$ cat src/rtl/lab3_arbiter_4req.sv
// Four-requester arbiter: fixed-priority or round-robin winner selection,
// grant held until done, grantee drop, or MAX_HOLD expiry.
// Ports:
//   clk       - system clock, rising edge
//   rst_n     - synchronous active-low reset
//   req[3:0]  - level request vector, bit i = requester i
//   done      - release strobe from the current grantee
//   rr_mode   - 0 = fixed priority (req0 highest), 1 = round-robin
//   gnt[3:0]  - registered one-hot grant
//   gnt_id    - registered binary index of the grantee
//   gnt_valid - registered, high while a grant is active
//   timeout   - one-cycle pulse when MAX_HOLD revokes a grant
module lab3_arbiter_4req #(
    parameter int MAX_HOLD = 8,
    parameter int HOLD_W   = 4
) (
    input  logic       clk,
    input  logic       rst_n,
    input  logic [3:0] req,
    input  logic       done,
    input  logic       rr_mode,
    output logic [3:0] gnt,
    output logic [1:0] gnt_id,
    output logic       gnt_valid,
    output logic       timeout
);

    typedef enum logic {
        S_IDLE,
        S_BUSY
    } state_t;

    localparam logic [HOLD_W-1:0] L_MAX = HOLD_W'(MAX_HOLD);
    localparam logic [HOLD_W-1:0] L_SAT = '1;
    localparam logic [HOLD_W-1:0] L_ONE = HOLD_W'(1);

    state_t            r_state;
    state_t            w_state_nxt;
    logic [3:0]        r_gnt;
    logic [3:0]        w_gnt_nxt;
    logic [1:0]        r_gnt_id;
    logic [1:0]        w_id_nxt;
    logic              r_gnt_valid;
    logic              w_valid_nxt;
    logic              r_timeout;
    logic              w_to_nxt;
    logic [HOLD_W-1:0] r_hold_cnt;
    logic [HOLD_W-1:0] w_hold_nxt;
    logic [1:0]        r_last_id;
    logic [1:0]        w_last_nxt;

    logic [1:0]        w_fix_id;
    logic [1:0]        w_start;
    logic [7:0]        w_dbl;
    logic [3:0]        w_rot;
    logic [1:0]        w_rr_off;
    logic [1:0]        w_winner;
    logic              w_hold_lim;
    logic              w_drop;
    logic              w_release;

    // Lowest set bit wins; all-zero input maps to 0 (caller gates on |v).
    function automatic logic [1:0] f_enc(input logic [3:0] v);
        logic [1:0] id;
        casez (v)
            4'b???1: id = 2'd0;
            4'b??10: id = 2'd1;
            4'b?100: id = 2'd2;
            4'b1000: id = 2'd3;
            default: id = 2'd0;
        endcase
        return id;
    endfunction

    // Round-robin: rotate req so the search start lands at bit 0, encode,
    // then add the start back (2-bit add gives the 3->0 wrap for free).
    assign w_fix_id = f_enc(req);
    assign w_start  = r_last_id + 2'd1;
    assign w_dbl    = {req, req};
    assign w_rot    = w_dbl[w_start +: 4];
    assign w_rr_off = f_enc(w_rot);
    assign w_winner = rr_mode ? (w_start + w_rr_off) : w_fix_id;

    assign w_hold_lim = (MAX_HOLD != 0) && (r_hold_cnt == L_MAX);
    assign w_drop     = ~req[r_gnt_id];
    assign w_release  = done | w_drop | w_hold_lim;

    always_ff @(posedge clk) begin
        if (!rst_n) begin
            r_state     <= S_IDLE;
            r_gnt       <= 4'b0000;
            r_gnt_id    <= 2'b00;
            r_gnt_valid <= 1'b0;
            r_timeout   <= 1'b0;
            r_hold_cnt  <= '0;
            r_last_id   <= 2'b11;
        end else begin
            r_state     <= w_state_nxt;
            r_gnt       <= w_gnt_nxt;
            r_gnt_id    <= w_id_nxt;
            r_gnt_valid <= w_valid_nxt;
            r_timeout   <= w_to_nxt;
            r_hold_cnt  <= w_hold_nxt;
            r_last_id   <= w_last_nxt;
        end
    end

    always_comb begin
        w_state_nxt = r_state;
        w_gnt_nxt   = r_gnt;
        w_id_nxt    = r_gnt_id;
        w_valid_nxt = r_gnt_valid;
        w_to_nxt    = 1'b0;
        w_hold_nxt  = r_hold_cnt;
        w_last_nxt  = r_last_id;
        unique case (r_state)
            S_IDLE: begin
                if (|req) begin
                    w_state_nxt = S_BUSY;
                    w_gnt_nxt   = 4'b0001 << w_winner;
                    w_id_nxt    = w_winner;
                    w_valid_nxt = 1'b1;
                    w_hold_nxt  = L_ONE;
                    w_last_nxt  = w_winner;
                end else begin
                    w_gnt_nxt   = 4'b0000;
                    w_valid_nxt = 1'b0;
                    w_hold_nxt  = '0;
                end
            end
            S_BUSY: begin
                if (w_release) begin
                    w_state_nxt = S_IDLE;
                    w_gnt_nxt   = 4'b0000;
                    w_valid_nxt = 1'b0;
                    w_hold_nxt  = '0;
                    // Only a pure expiry counts as a timeout.
                    w_to_nxt    = w_hold_lim & ~done & ~w_drop;
                end else if (r_hold_cnt != L_SAT) begin
                    w_hold_nxt = r_hold_cnt + L_ONE;
                end
            end
            default: begin
                w_state_nxt = S_IDLE;
            end
        endcase
    end

    assign gnt       = r_gnt;
    assign gnt_id    = r_gnt_id;
    assign gnt_valid = r_gnt_valid;
    assign timeout   = r_timeout;

endmodule

$ cat config.mk
export PLATFORM = sky130hd
export DESIGN_NAME = lab3_arbiter_4req
export DESIGN_NICKNAME = d
export VERILOG_FILES = /design/src/rtl/lab3_arbiter_4req.sv
export SDC_FILE = /design/constraint.sdc
export NUM_CORES = 1
export LEC_CHECK = 0
export CAP_MARGIN = 25
export CORE_MARGIN = 4
export CORE_UTILIZATION = 51
export DETAILED_ROUTE_END_ITERATION = 10
export GPL_ROUTABILITY_DRIVEN = 0
export MAX_ROUTING_LAYER = met4
export PLACE_DENSITY = 0.81
export SETUP_SLACK_MARGIN = 0.3
export SLEW_MARGIN = 20
export SYNTH_ARGS = -nofsm -noshare
export SYNTH_HDL_FRONTEND = slang
export SYNTH_SLANG_ARGS = --single-unit
$ cat constraint.sdc
create_clock -name clk -period 3.23 [get_ports clk]
set_input_delay 0.4845 -clock clk [delete_from_list [all_inputs] [get_ports clk]]
set_output_delay 0.4845 -clock clk [all_outputs]
set_load 0.02 [all_outputs]
-- After elaboration in Yosys (flattened, before gate mapping)
Cells that the tools add are included.
W data, S select, Z words.
- flip-flop bits (word level): 15
- input bits: 8
- output and inout port bits: 8
- word-level logic and storage cells: 50
- $add $sub $neg: 3
- order comparisons: 1
- eq/ne operators: 10
- shift operators: 2
- muxes and demuxes: 17
- bitwise operators: 7
- reductions and logical operators: 3
- operator list (operator ; number):
    $mux W4 ; 4
    $pmux W4 S2 ; 2
    $eq A4 B4 Y1 const B ; 3
    $pmux W2 S3 ; 2
    $shiftx A8 B3 Y4 ; 1
    $eq A3 B3 Y1 const B ; 2
    $mux W1 ; 5
    $add A4 B1 Y4 const B ; 1
    $eq A2 B2 Y1 const B ; 2
    $ne A4 B4 Y1 const B ; 1
    $pmux W1 S2 ; 2
    $reduce_or A4 Y1 ; 1
    $shl A1 B2 Y4 const A ; 1
    $lt A2 B3 Y1 const B ; 1
    $ne A3 B1 Y1 const B ; 1
    $not A1 Y1 ; 3
    $reduce_and A3 Y1 ; 1
    $add A2 B1 Y2 const B ; 1
    $add A2 B2 Y2 ; 1
    $and A1 B1 Y1 ; 2
    $bmux W1 S2 ; 1
    $mux W2 ; 1
    $ne A2 B1 Y1 const B ; 1
    $or A1 B1 Y1 ; 2
    $reduce_and A2 Y1 ; 1

-- Logic depth before layout (Yosys ltp)
Gate-level depths: netlist (run 1).
- word-level depth: 9
- mapped depth: 13
- depth with buffers taken out: 12

-- Worst setup path after synthesis (run 1)
Ideal clock, no wire load.
- kind: in2reg
- from: input port req[3]
- to: register r_gnt[1], in the netlist gnt[1]
- setup time: 117 ps
- arrival: 2367 ps
- slack: 746 ps
- cell stages on the path: 12
- cell sequence: buf_2 nor2b_1 a221o_1 nand2_1 nand3_1 ha_1 xnor2_1 xnor2_1 nand2_1 a31oi_1 nor3_2 a22o_1
- word-level cells in the longest chain between the ends: 8
- elaborated cells between the ends (all ways): 19
- RTL lines (what ; line ; RTL):
    start, declared ; 19 ; input logic [3:0] req,
    $shiftx A8 B3 Y4 ; 80 ; assign w_rot = w_dbl[w_start +: 4];
    $eq A4 B4 Y1, or another cell as far along ; 65 ; casez (v)
    $pmux W2 S3 ; 65 ;
    $add A2 B2 Y2 ; 82 ; assign w_winner = rr_mode ? (w_start + w_rr_off) : w_fix_id;
    $mux W2 ; 82 ;
    $shl A1 B2 Y4 ; 120 ; w_gnt_nxt = 4'b0001 << w_winner;
    $mux W4 ; 118 ; if (|req) begin
    $pmux W4 S2 ; 116 ; unique case (r_state)
    end signal, assigned ; 99 ; r_gnt <= w_gnt_nxt;
    end, declared ; 39 ; logic [3:0] r_gnt;
Parallel ways exist; a longest one is shown, timed or not. The select of a mux whose other input is x is not followed.
A chain may end at the register's enable or synchronous reset.

-- Worst setup path after layout (run 1)
- from: input port req[2]
- to: register r_gnt[1], in the netlist gnt[1]
The elaborated chain is that of the path after synthesis.

==> flow_metrics.tcl, run 1 <==
set metrics [dict create \
    outcome "complete, no violations" \
    finalHoldViolations 0 \
    ys.flop_type "dfxtp_1" \
    place_area_um2 1080 \
    grt_pass1_vias 822 \
    whs_endpoint "gnt[3]" \
    yosys_warnings 0 \
    root_buffer "clkbuf_4" \
    relSlewSlack_pct 75.9 \
    grt_pass1_wl_um 3250 \
    drc_errors 0 \
    timing.rr.end "gnt[1]" \
    fin_crit_sh_pct 84.0 \
    netlist_area_um2 915 \
    fin_setup_tns_ns 0 \
    crit_chain "clkdlybuf4s50_1 -> nor2b_1 -> a221o_1 -> nand2_1 -> nand3_1 -> ha_1 -> xnor2_1 -> xnor2_1 -> nand2_1 -> a31oi_1 -> nor3_2 -> a22o_1" \
    cts.sinks 15 \
    place_ws_ns 0.209 \
    die_w_um 50.4 \
    syn_to_final_growth_pct 21.1 \
    synth_fp_nets 126 \
    synth.top_cell.area_share_pct 32.8 \
    clockBufferDepth 2 \
    min_period_ns 2.71 \
    cts_tree "yes" \
    cellPowerDensity_nw_per_um2 446 \
    timing.final.ws_setup_ns 0.517 \
    hold_start "gnt[3]" \
    drt_pass1_iterations 4 \
    vias 857 \
    reg2reg_from "r_last_id[0]" \
    port_buffers 15 \
    post_cts_buffers 0 \
    synthDistinctLibCells 37 \
    numCtsBuffers 3 \
    slew_viol_final 0 \
    die_area_um2 2540 \
    synth-seq-cells 15 \
    clk_latency_ns 0.29 \
    grt_max_degree 12 \
    cpMaxStageDelayCell "clkdlybuf4s50_1" \
    worst_pin_slew_ns 0.360 \
    htreeDepth 1 \
    rsz0062_at_grt "no" \
    cts-resized-gates 0 \
    max_stage_delay_ns 0.61 \
    critical_path_buf_inv_count 1 \
    num_rows 15 \
    ant_nets 0 \
    leakage_nw 0.426 \
    worstPathArrival_ns 2.90 \
    cp-startpoint "req[2]" \
    ir_drop_v 0.000319 \
    fin_area_um2 1110 \
    critPathCaptureType "flop" \
    drive_above_1_share_pct 10.0 \
    diodes 0 \
    clk_pin_slew_ns 0.09 \
    grt-ovfl-total 0 \
    io_pins 16 \
    clock_skew_ns 0.00783 \
    yosysTopAreaCell "dfxtp_1" \
    cts.hold.buffers_added 0 \
    wire_per_inst_um 12.2 \
    antenna_found_initial 0 \
    synth-edff-count 0 \
    routed_wl_um 1900 \
    synth.avg_cell_area_um2 7.95 \
    drt-initial-drc-count 20 \
    crit_fanout 8 \
    fmax_ghz 0.369 \
    viasPerCell 5.53 \
    start_kind "input port" \
    hold_path.class "reg -> reg" \
    fin_nets 142 \
    cap_violations 0 \
    hold_depth 2 \
    die_height_um 50.4 \
    ys_top_cells_by_area "dfxtp_1, nor2_1, nand2_1, ha_1, nor3_1" \
    ys_seq_area_share_pct 32.8 \
    crit_family "compound AO/OA/AOI/OAI gates" \
    path_class "in -> reg" \
    r2r_slack_ns 0.88 \
    finalSetupViolCount 0 \
    hpwl_um 1510 \
    initial_core_util_pct 53.6 \
    r2r_cells 11 \
    synthArstFlopShare_pct 0 \
    synthCells 115 \
    core_um2 1710 \
    grt_usage_pct 16.8 \
    worst_ep_required_time_ns 3.42 \
]
## sequential cells by signal (all words and copies together), names as in the netlist
name	cells
r_last_id	2
gnt_valid	1
r_state	1
r_hold_cnt	4
gnt_id	2
gnt	4
timeout	1
## area by class of cell
| type | count | area (um2) |
|---|---|---|
| clock buffer | 3 | 22.5 |
| sequential | 15 | 300 |
| clock inverter | 1 | 5.00 |
| timing repair buffer | 16 | 158 |
| fill | 153 | 601 |
| tap | 25 | 31.3 |
| inverter | 6 | 22.5 |
| multi-input combinational | 89 | 568 |
## cells in the final DEF (no fill, tap or decap), drive strengths merged, types with 2 or more instances in the layout
cell           synthesis  final
clkdlybuf4s50          0     15
ha                     3      3
dfxtp                 15     15
nor2b                  3      3
inv                    6      6
o21ai                  4      4
and2                   2      2
a22o                   2      2
xnor2                  2      2
o211ai                 2      2
a31oi                  3      3
clkbuf                 1      3
or2                    3      3
nor4b                  2      2
and3                   2      2
nor3                   7      7
a211oi                 2      2
a21oi                  6      6
nor2                  19     19
nand3                  5      5
nand2                 11     11
mux2i                  2      2
## worst max path at each step
| stage | slack (ns) | end | cells after the start |
|---|---|---|---|
| 5_1_grt | 0.34 | gnt[3] | 12 |
| 3_5_place_dp | 0.21 | gnt[1] | 12 |
| 3_3_place_gp | 0.27 | gnt[3] | 12 |
| 6_report | 0.52 | gnt[1] | 12 |
| 2_1_floorplan | 0.75 | gnt[1] | 12 |
| 4_1_cts | 0.53 | gnt[1] | 12 |
## stage by stage
| stage | hold WS (ns) | util (%) | cells | power, mW |
|---|---|---|---|---|
| 6_report | 0.479 | 64.8 | 155 | 0.494 |
| 5_1_grt | 0.511 | 64.8 | 155 | 0.525 |
| 4_1_cts | 0.484 | 64.8 | 155 | 0.498 |
| 3_5_place_dp | 0.466 | 63.2 | 151 | 0.391 |
| 3_3_place_gp | 0.465 | 63.2 | 151 | 0.387 |
| 2_1_floorplan | 0.500 | - | 115 | 0.341 |
## cells in the mapped netlist (3+ instances only)
cell / instances
ha_1: 3
o21ai_0: 4
buf_2: 4
nor3_1: 6
nor2b_1: 3
a21oi_1: 5
nand2_1: 11
inv_1: 6
a31oi_1: 3
nand3_1: 5
dfxtp_1: 15
nor2_1: 19
## logic make-up (layout without fill, tap and decap cells)
family | after synthesis | count (layout) | synth area share, %
simple gates | 58 | 58 | 33.5
compound gates | 24 | 24 | 20.4
flops | 15 | 15 | 32.8
buf+inv | 11 | 26 | 5.06
fa+ha+maj | 3 | 3 | 4.10
xor+xnor | 2 | 2 | 1.92
mux | 2 | 2 | 2.19
## where the power goes
group | switching [mW] | internal, mW | leakage [nW]
registers | 0.0204 | 0.203 | 0.123
logic | 0.0863 | 0.0775 | 0.285
clock network | 0.0616 | 0.0460 | 0.0177
## worst register-to-register path, delay by kind of cell, from the launching register on
kind,cells,cell delay (ns)
adder cells (fa/ha/maj),1,0.20
flip-flops,1,0.47
AO/OA/AOI/OAI,3,0.71
AND/OR/NAND/NOR,5,0.45
XOR/XNOR,2,0.42
## metal layers
metal	vias to the layer above	share of wire (%)	GRT usage [%]
met3	4	4.2	4.75
met1	398	44	18.2
li1	437	-	-
met4	0	0.90	6.28
met2	18	51	29.1
met5	-	0	-
Note: power is estimated with default switching activity, not from simulation.
==> inputs of run 2 (changes only) <==
--- a/config.mk
+++ b/config.mk
@@ -7,11 +7,11 @@
 export LEC_CHECK = 0
 export CAP_MARGIN = 25
 export CORE_MARGIN = 4
-export CORE_UTILIZATION = 51
+export CORE_UTILIZATION = 46
 export DETAILED_ROUTE_END_ITERATION = 10
 export GPL_ROUTABILITY_DRIVEN = 0
 export MAX_ROUTING_LAYER = met4
-export PLACE_DENSITY = 0.81
+export PLACE_DENSITY = 0.77
 export SETUP_SLACK_MARGIN = 0.3
 export SLEW_MARGIN = 20
 export SYNTH_ARGS = -nofsm -noshare
==> constraint.sdc (replaced) <==
create_clock -name clk -period 2.2 [get_ports clk]
set_input_delay 0.33 -clock clk [delete_from_list [all_inputs] [get_ports clk]]
set_output_delay 0.33 -clock clk [all_outputs]
set_load 0.02 [all_outputs]
==> flow_metrics.tcl, run 2 (synthesis results as in run 1) <==
set metrics [dict create \
    ant_nets 0 \
    path_class "reg -> reg" \
    cap_violations 0 \
    die_area_um2 2770 \
    port_buffers 15 \
    viasPerCell 5.31 \
    p_clk_share_pct 20.4 \
    rsz0062_at_grt "yes" \
    drt_pass1_iterations 6 \
    cp_common_cell "xnor2_2" \
    clk_latency_ns 0.28 \
    internal-power_mw 0.505 \
    worst_pin_slew_ns 0.387 \
    finalHoldViolations 0 \
    htreeDepth 1 \
    critPathCaptureType "flop" \
    cpMaxStageDelayCell "dfxtp_4" \
    pwr-share-comb_pct 36.8 \
    grt_usage_pct 17.3 \
    start_kind "flop" \
    max_stage_delay_ns 0.40 \
    slew_viol_final 0 \
    dp.cells 158 \
    fmax_ghz 0.470 \
    fin_crit_sh_pct 96.7 \
    grt_pass1_vias 837 \
    clock_skew_ns 0.00735 \
    seq_power_share_pct 42.8 \
    routed_wl_um 1990 \
    cts_tree "yes" \
    core_um2 1800 \
    wire_per_inst_um 12.2 \
    worst_ep_required_time_ns 2.39 \
    relSlewSlack_pct 74.1 \
    worstPathArrival_ns 2.31 \
    die_height_um 52.6 \
    cellPowerDensity_nw_per_um2 634 \
    final_common_cell "nor2_1" \
    root_buffer "clkbuf_4" \
    ir_drop_v 0.000379 \
    final_cell_mix "nor2_1, dfxtp_1, clkdlybuf4s50_1" \
    antenna_found_initial 0 \
    syn_to_final_growth_pct 32.7 \
    vias 866 \
    timing.final.ws_setup_ns 0.0733 \
    place_ws_ns -0.504 \
    power.switching_mw 0.264 \
    die_w_um 52.6 \
    grt_pass1_wl_um 3500 \
    cts.sinks 15 \
    p_sw_share_pct 34.3 \
    diodes 0 \
    clk_pin_slew_ns 0.09 \
    hpwl_um 1560 \
    drive_above_1_share_pct 23.2 \
    hold_path.class "reg -> reg" \
    final_cell_count_no_fill 163 \
    grt-ovfl-total 0 \
    fin_nets 150 \
    drt-initial-drc-count 16 \
    io_pins 16 \
    crit_fanout 8 \
    grt_max_degree 12 \
    leakage_nw 0.484 \
    clockBufferDepth 2 \
    finalSetupViolCount 0 \
    outcome "complete, no violations" \
    crit_chain "nor2_2 -> a221o_1 -> nand2_1 -> nand3_1 -> ha_2 -> xnor2_2 -> xnor2_2 -> nand2_2 -> a31oi_4 -> nor3_2 -> a22o_1" \
    num_rows 15 \
    initial_core_util_pct 50.8 \
    numCtsBuffers 3 \
    fin_setup_tns_ns 0 \
    drc_errors 0 \
    min_period_ns 2.13 \
    totalPowerFinal_mw 0.769 \
]
==> run 2: changes by cell type in the layout (fill, tap and decap cells not counted), moves of 2 or more <==
cell | previous run | this run
buf_4 | 1 | 9
clkdlybuf4s50_1 | 15 | 11
dlygate4sd2_1 | 0 | 2
xnor2_1 | 2 | 0
xnor2_2 | 0 | 2
==> run 2: per-stage QoR <==
stage	hold WS [ns]	instance area (um2)	utilization (%)
final	0.467	1210	67.4
after global routing	0.513	1210	67.4
after CTS	0.473	1210	67.0
after detailed placement	0.453	1160	64.4
after global placement	0.449	1160	64.4
after floorplan	0.494	960	-
==> run 2: power by group through the flow <==
stage               logic (mW)  registers [mW]  clock network (mW)
finish                   0.283           0.329               0.157
global route             0.311           0.335               0.172
CTS                      0.279           0.329               0.164
detailed placement       0.274           0.334                   0
global placement         0.266           0.334                   0
floorplan                0.180           0.343                   0
==> run 2: worst max-delay path, delay by kind of cell (launching register included) <==
| family | cells | cell delay, ns |
|---|---|---|
| AO/OA/AOI/OAI | 3 | 0.63 |
| XOR/XNOR | 2 | 0.39 |
| adder cells (fa/ha/maj) | 1 | 0.20 |
| flip-flops | 1 | 0.40 |
| AND/OR/NAND/NOR | 5 | 0.39 |
==> run 2: path summary, 6_finish.rpt <==
path / start / endpoint / slack, ns / depth (start not counted)
setup / recovery: r_last_id[0] / gnt[0] / 0.07 / 11
hold / removal: gnt[3] / gnt[3] / 0.47 / 2
hold reg to reg: gnt[3] / gnt[3] / 0.47 / 2
setup reg to reg: r_last_id[0] / gnt[0] / 0.07 / 11
==> run 2: layout make-up <==
cell class	count	area, um2
multi-input combinational	89	617
fill	157	588
sequential	15	304
timing repair buffer	24	211
tap	25	31.3
clock buffer	3	22.5
inverter	6	22.5
clock inverter	1	5.00
==> run 2: layer usage <==
metal | up-vias | part of all wire [%] | global-route usage (%)
met5 | - | 0 | -
met4 | 0 | 0.30 | 4.26
met3 | 2 | 3.2 | 5.41
met2 | 13 | 50 | 27.7
met1 | 398 | 47 | 21.2
li1 | 453 | - | -
==> run 2: repair_timing <==
action,CTS,global route
pin swaps,6,1
buffers inserted,1,0
hold buffers,0,0
endpoints found under the setup margin,8,7
resized for setup,11,3
==> inputs of run 3 (changes only) <==
--- a/config.mk
+++ b/config.mk
@@ -7,11 +7,11 @@
 export LEC_CHECK = 0
 export CAP_MARGIN = 25
 export CORE_MARGIN = 4
-export CORE_UTILIZATION = 46
+export CORE_UTILIZATION = 51
 export DETAILED_ROUTE_END_ITERATION = 10
 export GPL_ROUTABILITY_DRIVEN = 0
 export MAX_ROUTING_LAYER = met4
-export PLACE_DENSITY = 0.77
+export PLACE_DENSITY = 0.81
 export SETUP_SLACK_MARGIN = 0.3
 export SLEW_MARGIN = 20
 export SYNTH_ARGS = -nofsm -noshare
==> constraint.sdc (replaced) <==
create_clock -name clk -period 2 [get_ports clk]
set_input_delay 0.3 -clock clk [delete_from_list [all_inputs] [get_ports clk]]
set_output_delay 0.3 -clock clk [all_outputs]
set_load 0.02 [all_outputs]
==> flow_metrics.tcl, run 3 (synthesis results as in run 1) <==
set metrics [dict create \
    outcome "finished with violations" \
    violations "setup timing" \
    vias 925 \
    pwr-share-comb_pct 42.6 \
    relSlewSlack_pct 74.7 \
    wire_per_inst_um 12.7 \
    htreeDepth 1 \
    grt_pass1_wl_um 3820 \
    fin_setup_tns_ns -0.399 \
    syn_to_final_growth_pct 44.3 \
    drt-initial-drc-count 14 \
    cellPowerDensity_nw_per_um2 690 \
    r2r_cells 11 \
    fin_hold_ws_ns 0.483 \
    worst_pin_slew_ns 0.376 \
    power.switching_mw 0.307 \
    initial_core_util_pct 53.6 \
    critPathCaptureType "flop" \
    timing.final.ws_setup_ns -0.0948 \
    grt_max_degree 11 \
    drt_pass1_iterations 4 \
    root_buffer "clkbuf_4" \
    finalHoldViolations 0 \
    ir_drop_v 0.000523 \
    min_period_ns 2.09 \
    port_buffers 15 \
    drc_errors 0 \
    crit_fanout 6 \
    grt_usage_pct 20.0 \
    rsz0062_at_grt "yes" \
    timing.rr.end "gnt[3]" \
    num_rows 15 \
    internal-power_mw 0.604 \
    finalSetupViolCount 6 \
    grt_pass1_vias 900 \
    clockBufferDepth 2 \
    ant_nets 0 \
    seq_power_share_pct 39.3 \
    numCtsBuffers 3 \
    dp.cells 166 \
    fmax_ghz 0.477 \
    slew_viol_final 0 \
    clock_skew_ns 0.00404 \
    final_cell_count_no_fill 172 \
    fin_nets 159 \
    clk_latency_ns 0.28 \
    fin_crit_sh_pct 105 \
    cap_violations 0 \
    antenna_found_initial 0 \
    routed_wl_um 2190 \
    io_pins 16 \
    worst_ep_required_time_ns 2.19 \
    place_ws_ns -0.708 \
    die_height_um 50.4 \
    hpwl_um 1700 \
    start_kind "flop" \
    die_area_um2 2540 \
    worstPathArrival_ns 2.29 \
    hold_path.class "reg -> reg" \
    final_cell_mix "nor2_1, buf_4, dfxtp_1" \
    leakage_nw 0.537 \
    drive_above_1_share_pct 29.9 \
    diodes 0 \
    crit_end "gnt[3]" \
    core_um2 1710 \
    viasPerCell 5.38 \
    cp-startpoint "r_last_id[0]" \
    totalPowerFinal_mw 0.911 \
    die_w_um 50.4 \
    p_clk_share_pct 18.2 \
    r2r_slack_ns -0.09 \
    cts_tree "yes" \
    grt-ovfl-total 0 \
    p_sw_share_pct 33.7 \
    cts.sinks 15 \
    reg2reg_from "r_last_id[0]" \
    path_class "reg -> reg" \
    clk_pin_slew_ns 0.09 \
]
run 3: cell types whose count changed in the layout (fill, tap and decap cells not counted), sizes merged:
cell | previous run | this run
buf | 9 | 19
clkbuf | 4 | 3
clkdlybuf4s15 | 1 | 2
dlygate4sd2 | 2 | 1
run 3: final cells by class:
| class | count | area (um2) |
|---|---|---|
| multi-input cells | 89 | 656 |
| fillers | 114 | 388 |
| flip-flops and latches | 15 | 304 |
| repair buffers | 33 | 279 |
| well taps | 25 | 31.3 |
| clock buffers | 3 | 22.5 |
| inverters | 6 | 22.5 |
| clock inverters | 1 | 5.00 |
run 3: per-layer routing:
layer	wire length (um)	part of all wire, %	GRT usage [%]
met1	932	43	23.0
met2	1150	53	33.0
met3	77	3.5	4.45
met4	27	1.2	8.97
met5	0	0	-
run 3: through the flow:
step / cell area, um2 / util, %
4_1_cts: 1300 / 76.2
3_3_place_gp: 1220 / 71.5
2_1_floorplan: 966 / -
5_1_grt: 1320 / 77.3
6_report: 1320 / 77.3
3_5_place_dp: 1220 / 71.5
run 3: critical path, stage by stage, from the launching register on:
cell,delay (ns)
dfxtp_4,0.38
nor2_2,0.05
a221o_1,0.28
nand2_1,0.08
nand3_2,0.09
ha_4,0.19
xnor2_4,0.12
xnor2_2,0.22
nand2_1,0.09
a31oi_2,0.19
nor3_2,0.08
o31ai_1,0.22
run 3: what timing repair did:
item                                    CTS  global route
pin swaps                                12             5
resized for setup                        19             3
buffers inserted                          2             0
endpoints found under the setup margin   13             8
hold buffers                              0             0
run 3: worst min-delay path by stage:
stage,slack [ns],endpoint,cells past startpoint,from
CTS,0.46,gnt[2],2,gnt[2]
global route,0.52,gnt[2],2,gnt[2]
detailed placement,0.45,gnt[2],2,gnt[2]
floorplan,0.46,timeout,3,done
finish,0.48,gnt[2],2,gnt[2]
global placement,0.45,gnt[3],2,gnt[3]
run 3: power by group through the flow:
stage / clock network, mW / registers [mW] / logic [mW]
floorplan: 0 / 0.378 / 0.201
global placement: 0 / 0.362 / 0.322
detailed placement: 0 / 0.363 / 0.328
CTS: 0.173 / 0.357 / 0.372
global route: 0.186 / 0.363 / 0.418
finish: 0.166 / 0.358 / 0.388
